## src/rtl/axi_addr_xbar.sv

```systemverilog
// rtl/axi_addr_xbar.sv - AXI address-channel crossbar with round-robin arbitration and outstanding limiting
module axi_addr_xbar #(
  parameter int NM      = 3,
  parameter int NS      = 6,
  parameter int ID_W    = 4,
  parameter int ADDR_W  = 32,
  parameter int MAX_OUT = 1,
  parameter logic [NS*ADDR_W-1:0] SLV_BASE = {32'h0005_0000, 32'h0004_0000, 32'h0003_0000,
                                              32'h0002_0000, 32'h0001_0000, 32'h0000_0000},
  parameter logic [NS*ADDR_W-1:0] SLV_MASK = {NS{32'hFFFF_0000}}
) (
  input  logic                                            clk,
  input  logic                                            rst,
  input  logic [NM*ID_W-1:0]                              m_id,
  input  logic [NM*ADDR_W-1:0]                            m_addr,
  input  logic [NM*8-1:0]                                 m_len,
  input  logic [NM*3-1:0]                                 m_size,
  input  logic [NM*2-1:0]                                 m_burst,
  input  logic [NM-1:0]                                   m_valid,
  output logic [NM-1:0]                                   m_ready,
  output logic [NS*(ID_W+((NM > 1) ? $clog2(NM) : 1))-1:0] s_id,
  output logic [NS*ADDR_W-1:0]                            s_addr,
  output logic [NS*8-1:0]                                 s_len,
  output logic [NS*3-1:0]                                 s_size,
  output logic [NS*2-1:0]                                 s_burst,
  output logic [NS-1:0]                                   s_valid,
  input  logic [NS-1:0]                                   s_ready,
  input  logic [NS-1:0]                                   s_done,
  output logic                                            decerr_valid,
  output logic [ID_W+((NM > 1) ? $clog2(NM) : 1)-1:0]     decerr_id,
  output logic [7:0]                                      decerr_len,
  input  logic                                            decerr_ready
);

  localparam int MW    = (NM > 1) ? $clog2(NM) : 1;
  localparam int IDS_W = ID_W + MW;
  // Target code NS is the internal decode-error slave.
  localparam int TW    = $clog2(NS + 1);

  logic              hold_valid;
  logic [TW-1:0]     hold_tgt;
  logic [IDS_W-1:0]  hold_id;
  logic [ADDR_W-1:0] hold_addr;
  logic [7:0]        hold_len;
  logic [2:0]        hold_size;
  logic [1:0]        hold_burst;
  logic [3:0]        cnt [NS];
  logic [MW-1:0]     ptr;

  logic [TW-1:0]     tgt [NM];
  logic [NS:0]       can_acc;
  logic [NS:0]       ready_ext;
  logic [NM-1:0]     elig;
  logic              drain;
  logic              found;
  logic [MW-1:0]     gnt;
  logic              capture;

  // Lowest matching slave wins; no match falls through to the default slave.
  function automatic logic [TW-1:0] decode(input logic [ADDR_W-1:0] a);
    logic [TW-1:0] t;
    t = TW'(NS);
    for (int i = NS - 1; i >= 0; i--) begin
      if ((a & SLV_MASK[i*ADDR_W +: ADDR_W]) == SLV_BASE[i*ADDR_W +: ADDR_W]) t = TW'(i);
    end
    return t;
  endfunction

  // Decode every master's target and work out which targets have room.
  always_comb begin
    for (int j = 0; j < NM; j++) tgt[j] = decode(m_addr[j*ADDR_W +: ADDR_W]);
    can_acc = '0;
    for (int t = 0; t < NS; t++) begin
      can_acc[t] = ({1'b0, cnt[t]} + 5'(hold_valid && (hold_tgt == TW'(t)))) < 5'(MAX_OUT);
    end
    can_acc[NS] = 1'b1;
    for (int j = 0; j < NM; j++) elig[j] = m_valid[j] && can_acc[tgt[j]];
  end

  // The holding entry leaves when its target (mapped or default) accepts it.
  always_comb begin
    ready_ext = {decerr_ready, s_ready};
    drain     = hold_valid && ready_ext[hold_tgt];
  end

  // Round-robin: first eligible master at or after the pointer.
  always_comb begin
    found = 1'b0;
    gnt   = '0;
    for (int k = 0; k < NM; k++) begin
      if (!found && elig[(int'(ptr) + k) % NM]) begin
        found = 1'b1;
        gnt   = MW'((int'(ptr) + k) % NM);
      end
    end
    capture = rst && found && (!hold_valid || drain);
    m_ready = capture ? (NM'(1) << gnt) : '0;
  end

  // Holding register: load on capture, empty when drained without refill.
  always_ff @(posedge clk or negedge rst) begin
    if (!rst) begin
      hold_valid <= 1'b0;
      hold_tgt   <= '0;
      hold_id    <= '0;
      hold_addr  <= '0;
      hold_len   <= '0;
      hold_size  <= '0;
      hold_burst <= '0;
      ptr        <= '0;
    end else if (capture) begin
      hold_valid <= 1'b1;
      hold_tgt   <= tgt[gnt];
      hold_id    <= {gnt, m_id[gnt*ID_W +: ID_W]};
      hold_addr  <= m_addr[gnt*ADDR_W +: ADDR_W];
      hold_len   <= m_len[gnt*8 +: 8];
      hold_size  <= m_size[gnt*3 +: 3];
      hold_burst <= m_burst[gnt*2 +: 2];
      ptr        <= (int'(gnt) == NM - 1) ? '0 : gnt + MW'(1);
    end else if (drain) begin
      hold_valid <= 1'b0;
    end
  end

  // Outstanding counters: up on slave handshake, down on completion, floor at zero.
  always_ff @(posedge clk or negedge rst) begin
    if (!rst) begin
      for (int t = 0; t < NS; t++) cnt[t] <= '0;
    end else begin
      for (int t = 0; t < NS; t++) begin
        if ((s_valid[t] && s_ready[t]) && !(s_done[t] && cnt[t] != '0)) begin
          cnt[t] <= cnt[t] + 4'd1;
        end else if (!(s_valid[t] && s_ready[t]) && s_done[t] && cnt[t] != '0) begin
          cnt[t] <= cnt[t] - 4'd1;
        end
      end
    end
  end

  // Payload is broadcast; only the valids select a destination.
  always_comb begin
    for (int t = 0; t < NS; t++) s_valid[t] = hold_valid && (hold_tgt == TW'(t));
    decerr_valid = hold_valid && (hold_tgt == TW'(NS));
    s_id         = {NS{hold_id}};
    s_addr       = {NS{hold_addr}};
    s_len        = {NS{hold_len}};
    s_size       = {NS{hold_size}};
    s_burst      = {NS{hold_burst}};
    decerr_id    = hold_id;
    decerr_len   = hold_len;
  end

endmodule
```

## config.mk

```make
export PLATFORM = sky130hd
export DESIGN_NAME = axi_addr_xbar
export DESIGN_NICKNAME = d
export VERILOG_FILES = /design/src/rtl/axi_addr_xbar.sv
export SDC_FILE = /design/constraint.sdc
export NUM_CORES = 1
export LEC_CHECK = 0
export ABC_AREA = 1
export CELL_PAD_IN_SITES_DETAIL_PLACEMENT = 0
export CELL_PAD_IN_SITES_GLOBAL_PLACEMENT = 2
export CORE_MARGIN = 2
export CORE_UTILIZATION = 22
export DETAILED_ROUTE_END_ITERATION = 8
export GPL_ROUTABILITY_DRIVEN = 0
export PLACE_DENSITY = 0.95
export SYNTH_ARGS = -nofsm -noshare
export SYNTH_HDL_FRONTEND = slang
export SYNTH_SLANG_ARGS = --single-unit
```

## constraint.sdc

```tcl
create_clock -name clk -period 5 [get_ports clk]
set_clock_uncertainty 0.15 [all_clocks]
set_input_delay 1 -clock clk [delete_from_list [all_inputs] [get_ports clk]]
set_output_delay 1 -clock clk [all_outputs]
set_load 0.01 [all_outputs]
```

==> results summary <==
The nature of the critical path startpoint is a primary input. The final-report hold violation count came to 0. The tree built by TritonCTS fans out to 81 sinks.

Dividing the final minimum period by the clock period gives a little over nine tenths. The placed cell count came out at 2,083. The largest individual stage delay along the critical path comes from the cell sky130_fd_sc_hd__clkdlybuf4s50_1.

The startpoint identified for the worst hold timing path is cnt[19]. The power per standard cell area came out at 649 mW/mm^2. The worst slack after detailed placement came out at -392 ps. Dividing the detail-routed wire length by the instance count gives between 15 and 20 um. The antenna diode instance count is 0. Ranked by instance count, the synthesized netlist is headed by sky130_fd_sc_hd__buf_4, sky130_fd_sc_hd__nand2_1, sky130_fd_sc_hd__inv_1. The number of pins with negative max-slew slack in the final report is 0. The via count of the first global-routing pass came out at 8,360. The achievable clock frequency came out at 0.208 GHz. VDD sags by at most 0.000492 V. Clock-pin slew was measured on the worst setup and hold paths at 60 ps. Measured along the y axis, the die boundary spans 207 um. The delay contributed by the slowest stage of the critical path is between 400 and 500 ps. The buffer levels on the longest clock path is 2.

The slew at the pin closest to its max-slew limit is roughly 780 ps. The setup violation total in the final timing report came out at 0. The worst hold path belongs to the class reg2reg. The top fanout value on the critical path is 7. The area fraction of the dominant cell type after synthesis came out at a little under a quarter. The netlist uses a little over 40 different library cells.

The number of antenna-violating nets in the routed design is 0. Traced cell by cell, the critical path runs through clkdlybuf4s50_1, nor2_2, nand2_2, nor2_4, o211ai_1, nor2_1, nand2_1, nand3_1, nand2_1, nand2_1, nand3_1, nand2_1, nand2_1, nand2_2, nor2_8, nand2_2, nand3_4, inv_2, nand2_1, nor2_4, buf_4, dlymetal6s2s_1. Measured against its own limit, the worst slew margin works out to 47.9%.

The worst flop-to-flop path endpoint is hold_addr[1]. The share of the Yosys chip area taken by registers is 22.4%. Compared with the post-synthesis result, the final layout area differs by 47.0%. The number of hold buffers added after CTS was 0.

The run finished with clean final reports. The final HPWL from detailed placement is 25,300 um. In the synthesized netlist the dominant register cell turns out to be sky130_fd_sc_hd__dfrtp_1. Among all cell types in the netlist, the one instantiated most often is sky130_fd_sc_hd__buf_4. Data on the critical path arrives at its endpoint at 3650 ps. During placement, the flow inserted port buffers numbering a little under 500. The row count came out at 74. The element type at the critical path end is an output pin. The fraction of layout cells with a size suffix above 1 came out at 13.7%. Setup repair after global routing could not meet its margin everywhere.

The total cell area at the placement stage came out at 0.0129 mm^2. The post-detailed-route via-to-cell ratio is 4.22. The number of cells on the worst reg-to-reg path came out at 22. Once routing completed, OpenROAD measured the worst setup slack at between 200 and 250 ps. Yosys mapped a number of flops with a built-in enable equal to 0. Across the run, the number of max-cap violations was 0.

The global-route congestion overflow total is 0. The final critical delay including setup and external delays is 4800 ps. By startpoint and endpoint, the worst setup path is classified as in2out.

The final cell utilization of the core came out at 32.7%. The post-synthesis cell count came out at 1,300. The cell that appears most often on the critical path is sky130_fd_sc_hd__nand2_1.

The setup slack of the worst register-to-register path came out at approximately 900 ps. Entering global routing, the biggest net connects 54 pins. The per-instance average area after synthesis is 6.96 um^2.

After routing the design area is ~0.013 mm^2. The total of warnings raised by yosys is 0. The biggest area contributor in the post-synthesis netlist is sky130_fd_sc_hd__buf_4.

The final cell count without fillers came out at roughly 2,100. The number of clock buffers inserted by TritonCTS came out at 9. The detailed router's first-iteration violation count came out at ~360.

The synthesized net count came out at 1,497. The worst hold path endpoint is cnt[19]. The initial core utilization came out at between 20% and 30%. TritonCTS built the clock tree. Data on the critical path is required at its endpoint by 3850 ps. The region available for standard cell placement spans 0.0407 mm^2. The area enclosed by the die boundary came out at 0.0428 mm^2.

The number of antenna violations at the first check in global routing came out at 3. The number of levels the H-tree was split into came out at 3. In the global route stage, overall resource usage came out at ~15%. The total standard cell area after synthesis came out at 0.00905 mm^2. In this run the static leakage power is 0.00618 uW. Counting flops with an async set or reset pin after synthesis yields a share of between 90% and 100%. The die width is ~210 um. The total wire length is 32,800 um. Detailed routing inserted a total of 8,860 vias. Ranked by total cell area, the synthesized netlist is headed by sky130_fd_sc_hd__buf_4, sky130_fd_sc_hd__dfrtp_1, sky130_fd_sc_hd__nand2_1, sky130_fd_sc_hd__nand3_1, sky130_fd_sc_hd__inv_1. The total DRC errors in the routed layout came out at 0. The total iterations of the first detailed-routing run is 5. The synthesized design contains 81 register bits.

The boundary pin count came out at 495. The launch point of the worst reg-to-reg path is hold_tgt[0]. The tree is rooted in a sky130_fd_sc_hd__clkbuf_16. The later pin in the worst-skew pair is clocked with a latency of 350 ps. The total number of nets in the final design is about 1,800. The overall power consumption came out at 8640 uW. The first-pass GRT wire length came out at 47,700 um. The cell depth of the worst min-delay path is 1.
-- worst max-delay path: cells and delay by family --
family          cells  cell delay, ps
compound gates      1             110
simple gates       17            1690
buf+inv             4             830
-- cells in the final DEF (no fill, tap or decap), types with 3 or more instances in the layout --
cell / n
sky130_fd_sc_hd__a21oi_1: 15
sky130_fd_sc_hd__a21oi_2: 38
sky130_fd_sc_hd__and2_0: 4
sky130_fd_sc_hd__buf_4: 67
sky130_fd_sc_hd__clkbuf_16: 9
sky130_fd_sc_hd__clkdlybuf4s50_1: 486
sky130_fd_sc_hd__dfrtp_1: 80
sky130_fd_sc_hd__dlymetal6s2s_1: 4
sky130_fd_sc_hd__fa_1: 6
sky130_fd_sc_hd__ha_1: 26
sky130_fd_sc_hd__inv_1: 163
sky130_fd_sc_hd__inv_2: 31
sky130_fd_sc_hd__mux2i_1: 4
sky130_fd_sc_hd__nand2_1: 242
sky130_fd_sc_hd__nand2_2: 16
sky130_fd_sc_hd__nand3_1: 126
sky130_fd_sc_hd__nand3_2: 11
sky130_fd_sc_hd__nand3_4: 3
sky130_fd_sc_hd__nand3b_1: 32
sky130_fd_sc_hd__nand4_1: 42
sky130_fd_sc_hd__nor2_1: 59
sky130_fd_sc_hd__nor2_2: 15
sky130_fd_sc_hd__nor2_4: 7
sky130_fd_sc_hd__nor3_1: 8
sky130_fd_sc_hd__o211ai_1: 3
sky130_fd_sc_hd__o21ai_0: 19
sky130_fd_sc_hd__or2_2: 4
sky130_fd_sc_hd__xnor2_1: 6
sky130_fd_sc_hd__xor2_1: 12
-- power by group --
group | total [uW] | switching [uW] | internal [uW]
registers | 1570 | 579 | 993
clock network | 725 | 293 | 431
logic | 6340 | 3130 | 3210
-- layer usage --
| layer | share of wire, % | routed length [um] | global-route usage, % | up-vias |
|---|---|---|---|---|
| met1 | 41 | 13500 | 17.6 | 4144 |
| li1 | - | - | - | 4344 |
| met4 | 1.6 | 527 | 3.60 | 6 |
| met2 | 51 | 16700 | 26.8 | 330 |
| met5 | 0.11 | 37 | 0 | - |
| met3 | 6.4 | 2100 | 2.92 | 36 |
-- logic make-up after synthesis --
family	count (synthesis)	synth area share (%)
flip-flops	81	22.4
AND/OR/NAND/NOR	572	30.3
multiplexers	6	0.691
adder cells (fa/ha/maj)	32	4.92
AO/OA/AOI/OAI	88	6.89
buffers and inverters	503	33.1
XOR/XNOR	18	1.74
-- worst max path at each step --
stage / startpoint / to / slack, ps / cells past startpoint
detailed placement: m_addr[63] / m_ready[0] / -390 / 19
global route: m_addr[90] / m_ready[0] / -80 / 22
CTS: m_addr[90] / m_ready[0] / -210 / 22
global placement: m_addr[63] / m_ready[0] / -320 / 19
finish: m_addr[90] / m_ready[0] / 200 / 22
floorplan: m_addr[30] / m_ready[0] / 1020 / 20
-- flip-flops by register name, summed over array words and instances, names as in the netlist --
signal and count:
hold_addr 32, cnt 24, decerr_len 8, decerr_id 6, hold_size 3, hold_tgt 3, hold_burst 2, ptr 2
hold_valid 1
-- metrics by stage --
step                hold slack (ps)  TNS [ps]
finish                          323         0
CTS                             321      -206
floorplan                       292         0
global route                    357     -80.9
global placement                309      -654
detailed placement              307      -869
-- cell type report --
class                           count  area (um^2)
Sequential cell                    81         2030
Timing Repair Buffer              561         5460
Multi-Input combinational cell    716         4130
Clock inverter                      4         70.1
Inverter                          194          728
Clock buffer                       10          229
Tap cell                          532          666
Fill cell                        4380        27400
-- what timing repair did --
action,CTS,global route
hold endpoints to repair,0,0
setup buffers,0,1
setup endpoints to repair,3,3
cloned,0,0
pin swaps,3,3
resized for setup,13,30
Power figures use the tool's default switching activity.
